$ cat config.mk
export PLATFORM = sky130hd
export DESIGN_NAME = regfile_wb_sched
export DESIGN_NICKNAME = d
export VERILOG_FILES = /design/src/rtl/regfile_wb_sched.sv
export SDC_FILE = /design/constraint.sdc
export NUM_CORES = 1
export LEC_CHECK = 0
export ABC_CLOCK_PERIOD_IN_PS = 3200
export BUFFER_PORTS_ARGS = -buffer_cell sky130_fd_sc_hd__buf_2
export CAP_MARGIN = 20
export CORE_ASPECT_RATIO = 1.75
export CORE_UTILIZATION = 52
export DETAILED_ROUTE_END_ITERATION = 6
export PLACE_DENSITY = 0.92
export RECOVER_POWER = 25
export REMOVE_ABC_BUFFERS = 1
export SETUP_SLACK_MARGIN = 0.2
export SKIP_LAST_GASP = 1
export SLEW_MARGIN = 20
export SYNTH_ARGS = -nofsm -noshare
export SYNTH_HDL_FRONTEND = slang
export SYNTH_SLANG_ARGS = --single-unit
export TNS_END_PERCENT = 5
$ cat constraint.sdc
create_clock -name clock -period 3.2 [get_ports clock]
set_input_delay 0.48 -clock clock [delete_from_list [all_inputs] [get_ports clock]]
set_output_delay 0.48 -clock clock [all_outputs]
set_load 0.03 [all_outputs]
$ cat src/rtl/regfile_wb_sched.sv
// Register-file write-back scheduler: round-robin arbitration of two write-back
// requesters onto one write port, plus a per-register pending-write scoreboard.
module regfile_wb_sched #(
  parameter int unsigned ADDR_WIDTH = 5,
  parameter int unsigned DATA_WIDTH = 32
) (
  input  logic                         clock,
  input  logic                         reset,
  input  logic                         claim_valid,
  input  logic [ADDR_WIDTH-1:0]        claim_addr,
  output logic                         claim_ready,
  input  logic                         req0_valid,
  input  logic [ADDR_WIDTH-1:0]        req0_addr,
  input  logic [DATA_WIDTH-1:0]        req0_data,
  output logic                         req0_ready,
  input  logic                         req1_valid,
  input  logic [ADDR_WIDTH-1:0]        req1_addr,
  input  logic [DATA_WIDTH-1:0]        req1_data,
  output logic                         req1_ready,
  output logic                         rf_wen,
  output logic [ADDR_WIDTH-1:0]        rf_waddr,
  output logic [DATA_WIDTH-1:0]        rf_wdata,
  input  logic [ADDR_WIDTH-1:0]        chk_raddr1,
  input  logic [ADDR_WIDTH-1:0]        chk_raddr2,
  output logic                         stall,
  output logic [(2**ADDR_WIDTH)-1:0]   busy
);

  localparam int unsigned NREG = 2 ** ADDR_WIDTH;

  logic                  last_q, last_d;
  logic                  rf_wen_q, rf_wen_d;
  logic [ADDR_WIDTH-1:0] rf_waddr_q, rf_waddr_d;
  logic [DATA_WIDTH-1:0] rf_wdata_q, rf_wdata_d;
  logic [NREG-1:0]       busy_q, busy_d;

  logic                  gnt0_c, gnt1_c, xfer_c;
  logic [ADDR_WIDTH-1:0] sel_addr_c;
  logic [DATA_WIDTH-1:0] sel_data_c;
  logic                  claim_acc_c;

  // Grant: lone requester wins; on contention the one that did not go last wins.
  always_comb begin
    gnt0_c = 1'b0;
    gnt1_c = 1'b0;
    if (reset) begin
      if (req0_valid && req1_valid) begin
        gnt0_c = last_q;
        gnt1_c = ~last_q;
      end else begin
        gnt0_c = req0_valid;
        gnt1_c = req1_valid;
      end
    end
  end

  assign xfer_c     = gnt0_c | gnt1_c;
  assign sel_addr_c = gnt1_c ? req1_addr : req0_addr;
  assign sel_data_c = gnt1_c ? req1_data : req0_data;

  assign req0_ready  = gnt0_c;
  assign req1_ready  = gnt1_c;
  assign claim_ready = reset & ((claim_addr == '0) | ~busy_q[claim_addr]);
  assign claim_acc_c = claim_valid & claim_ready & (claim_addr != '0);

  always_comb begin
    last_d     = last_q;
    rf_wen_d   = 1'b0;
    rf_waddr_d = rf_waddr_q;
    rf_wdata_d = rf_wdata_q;
    if (xfer_c) begin
      last_d     = gnt1_c;
      rf_wen_d   = (sel_addr_c != '0);
      rf_waddr_d = sel_addr_c;
      rf_wdata_d = sel_data_c;
    end
  end

  // Retire clears first so a same-edge claim of the same register wins.
  always_comb begin
    busy_d = busy_q;
    if (rf_wen_q) begin
      busy_d[rf_waddr_q] = 1'b0;
    end
    if (claim_acc_c) begin
      busy_d[claim_addr] = 1'b1;
    end
    busy_d[0] = 1'b0;
  end

  always_ff @(posedge clock or negedge reset) begin
    if (!reset) begin
      last_q     <= 1'b1;
      rf_wen_q   <= 1'b0;
      rf_waddr_q <= '0;
      rf_wdata_q <= '0;
      busy_q     <= '0;
    end else begin
      last_q     <= last_d;
      rf_wen_q   <= rf_wen_d;
      rf_waddr_q <= rf_waddr_d;
      rf_wdata_q <= rf_wdata_d;
      busy_q     <= busy_d;
    end
  end

  assign rf_wen   = rf_wen_q;
  assign rf_waddr = rf_waddr_q;
  assign rf_wdata = rf_wdata_q;
  assign busy     = busy_q;
  assign stall    = ((chk_raddr1 != '0) & busy_q[chk_raddr1]) |
                    ((chk_raddr2 != '0) & busy_q[chk_raddr2]);

endmodule
==> metrics.txt <==
worst r2r dst=busy[21]; Ports=roughly 170; Clock Skew=roughly 0.0058 ns; post-layout min period=between 2 and 3 ns; Hold Path Cell Cnt=3; die width=67.4 um; core area=7230 sq um; element type at the critical path start=flip-flop; total gr overflow=0; slew margin rel.=between 10% and 20%; Critical Path Fanout Max=5; FF-to-FF path depth=6; Sw Share=between 40% and 50%; design area=5060 sq um; clock buffer depth=2; vias in the first global route=approximately 4.1k; R2R setup slack=approximately 1.2 ns; synthesized flop and latch total=70; initial antenna violation count=0; routability cong.=0.979; synth unique cells=between 40 and 50; Synth area leader=dfrtp_1; via count=4051; ranking of synthesized cells by area=dfrtp_1, mux4_2, a222oi_1; Psw=1.70 mW; Cell Chain, Critical Path=mux2_1, a221oi_1, a2111oi_0, or4_1, or3_1, buf_4; die height=between 100 and 150 um; clk_lat worst skew=~0.33 ns; Total GRT Usage=between 30% and 40%; Slew @ Worst Pin=between 1 and 1.5 ns; post-DP HPWL=approximately 9400 um; power share of the clock group=between 20% and 30%; area delta synth->final=30.1%; clk slew on worst S/H paths=about 0.050 ns; sequential element share of the synthesized area=between 40% and 50%; CTS H-Tree Depth=3; Comb power frac=41.1%; Ys Warns=0; Residual DRC=0; launch point of the worst hold path=req0_data[18]; WP data arrival=2.43 ns; Crit Path Category=reg -> out; Hold Path Sink=rf_wdata[18]; TritonCTS clock tree=done; Mapped Area=3890 sq um; Post-CTS Hold Buffers=0; worst reg2reg startpoint=busy[27]; Inst Count DP=589; standard-cell rows=just over 40; Post-synth EDFFs=0; Static Leak=about 2.4 nW; Slew Viols, Final=0; DRC violation total after the first TritonRoute iteration=roughly 600; placed instance area=approximately 4800 sq um; Pre-antenna DRT Iters=6; share of layout cells above drive strength 1=between 40% and 50%; PortBufs=between 150 and 200; CTS Sinks=70; CP endpoint kind=primary output; CTS Buf Count=9; Fill cells=roughly 510; worst setup margin=approximately 0.29 ns; wire length per cell=between 20 and 25 um; status=finished clean; HP Class=in -> reg; Routed Wire Length=12700 um; asr flop ratio synth=between 90% and 100%; most frequent cell after synthesis=dfrtp_1; Final Cycle Share=about nine tenths; Post-Route Setup TNS=0 ns; Initial Util=between 50 and 60%; pin count of the biggest net entering global routing=between 40 and 50; antenna fix cells=0; max cap viols=0; clk root buf=clkbuf_16; post-route ant nets=0; Final Hold Vio Count=0; internal cell power=between 2 and 2.5 mW; RSZ-0062 raised after global routing=no; Avg Cell Area, Syn=roughly 11 sq um; Pwr Density=~800 nW/um^2; global-route wire length before repair=19800 um; Hold Worst Slack=0.382 ns; slowest cell delay on critical path=0.44 ns; Finished Layout Cells=606; Worst EP required=roughly 2.7 ns; die area=between 7000 and 8000 sq um; area share of the leading cell type in the synthesized netlist=roughly 44%; Layout Nets=between 600 and 700; ys flop type=dfrtp_1; fmax=approximately 0.34 GHz; Post-Syn Instances=360; slowest cell on the critical path=dfrtp_1; Seq pwr share=36.9%; dpl ws=approximately 0.25 ns; setup violators final=0; VDD IR max=~0.00041 V; Tot Pwr=approximately 4.0 mW; Commonest cells post-synth=dfrtp_1, inv_1, a222oi_1; final core occ=a little over two thirds; drt via density=between 6 and 7
state kept, by name (all words and copies together) (netlist names):
| register | flops |
|---|---|
| rf_waddr | 5 |
| busy | 31 |
| rf_wen | 1 |
| last_q | 1 |
| rf_wdata | 32 |
placed cells by master (no fill, tap or decap), types with 17 or more instances in the layout:
| cell | count |
|---|---|
| buf_2 | 164 |
| dfrtp_1 | 63 |
| inv_1 | 36 |
| a222oi_1 | 32 |
| o31ai_1 | 28 |
| o21ai_0 | 25 |
| nand2_1 | 20 |
| mux4_2 | 17 |
| o21ai_1 | 17 |
critical path: cells and delay by family (launching register included):
kind	cells	cell delay, ns
multiplexers	1	0.33
flip-flops	1	0.44
AO/OA/AOI/OAI	2	0.42
buffers and inverters	1	0.17
AND/OR/NAND/NOR	2	0.73
cell type report:
class | count | area [sq um] | share of cell area [%]
sequential | 70 | 1760 | 34.8
timing repair buffer | 177 | 912 | 18.0
clock buffer | 12 | 256 | 5.07
clock inverter | 1 | 7.51 | 0.148
inverter | 36 | 135 | 2.67
multi-input combinational | 224 | 1880 | 37.2
tap | 86 | 108 | 2.13
how the worst max path moves through the flow:
| stage | startpoint | endpoint | slack (ns) | cells after the start |
|---|---|---|---|---|
| global route | reset | rf_wdata[21] | 0.18 | 6 |
| detailed placement | chk_raddr2[0] | stall | 0.25 | 7 |
| global placement | chk_raddr2[0] | stall | 0.32 | 7 |
| floorplan | req1_valid | rf_wdata[0] | 0.12 | 4 |
| finish | busy[5] | stall | 0.29 | 6 |
| CTS | busy[2] | stall | 0.23 | 6 |
cell families after synthesis:
logic type	after synthesis	synth area share (%)
AOI/OAI and AO/OA	120	22.6
buffers and inverters	66	7.05
DFF	70	45.1
muxes	33	14.6
other	1	0.0964
and+or+nand+nor	70	10.6
power groups by stage:
stage | combinational, mW | clock, mW | sequential, mW
2_1_floorplan | 0.595 | 0 | 1.86
3_3_place_gp | 1.55 | 0 | 1.48
3_5_place_dp | 1.59 | 0 | 1.49
4_1_cts | 1.60 | 0.895 | 1.48
5_1_grt | 1.78 | 0.931 | 1.51
6_report | 1.66 | 0.887 | 1.49
layer usage:
metal | GRT usage [%] | vias up | part of all wire [%]
met4 | 23.3 | 0 | 4.6
met3 | 9.57 | 55 | 10
met5 | 6.94 | - | 0
met1 | 37.2 | 1951 | 34
li1 | - | 1726 | -
met2 | 57.6 | 319 | 52
timing repair:
item	4_1_cts	5_1_grt
setup buffers	0	4
hold endpoints to repair	0	0
endpoints found under the setup margin	0	1
resized for setup	0	10
Note: power is estimated with default switching activity, not from simulation.
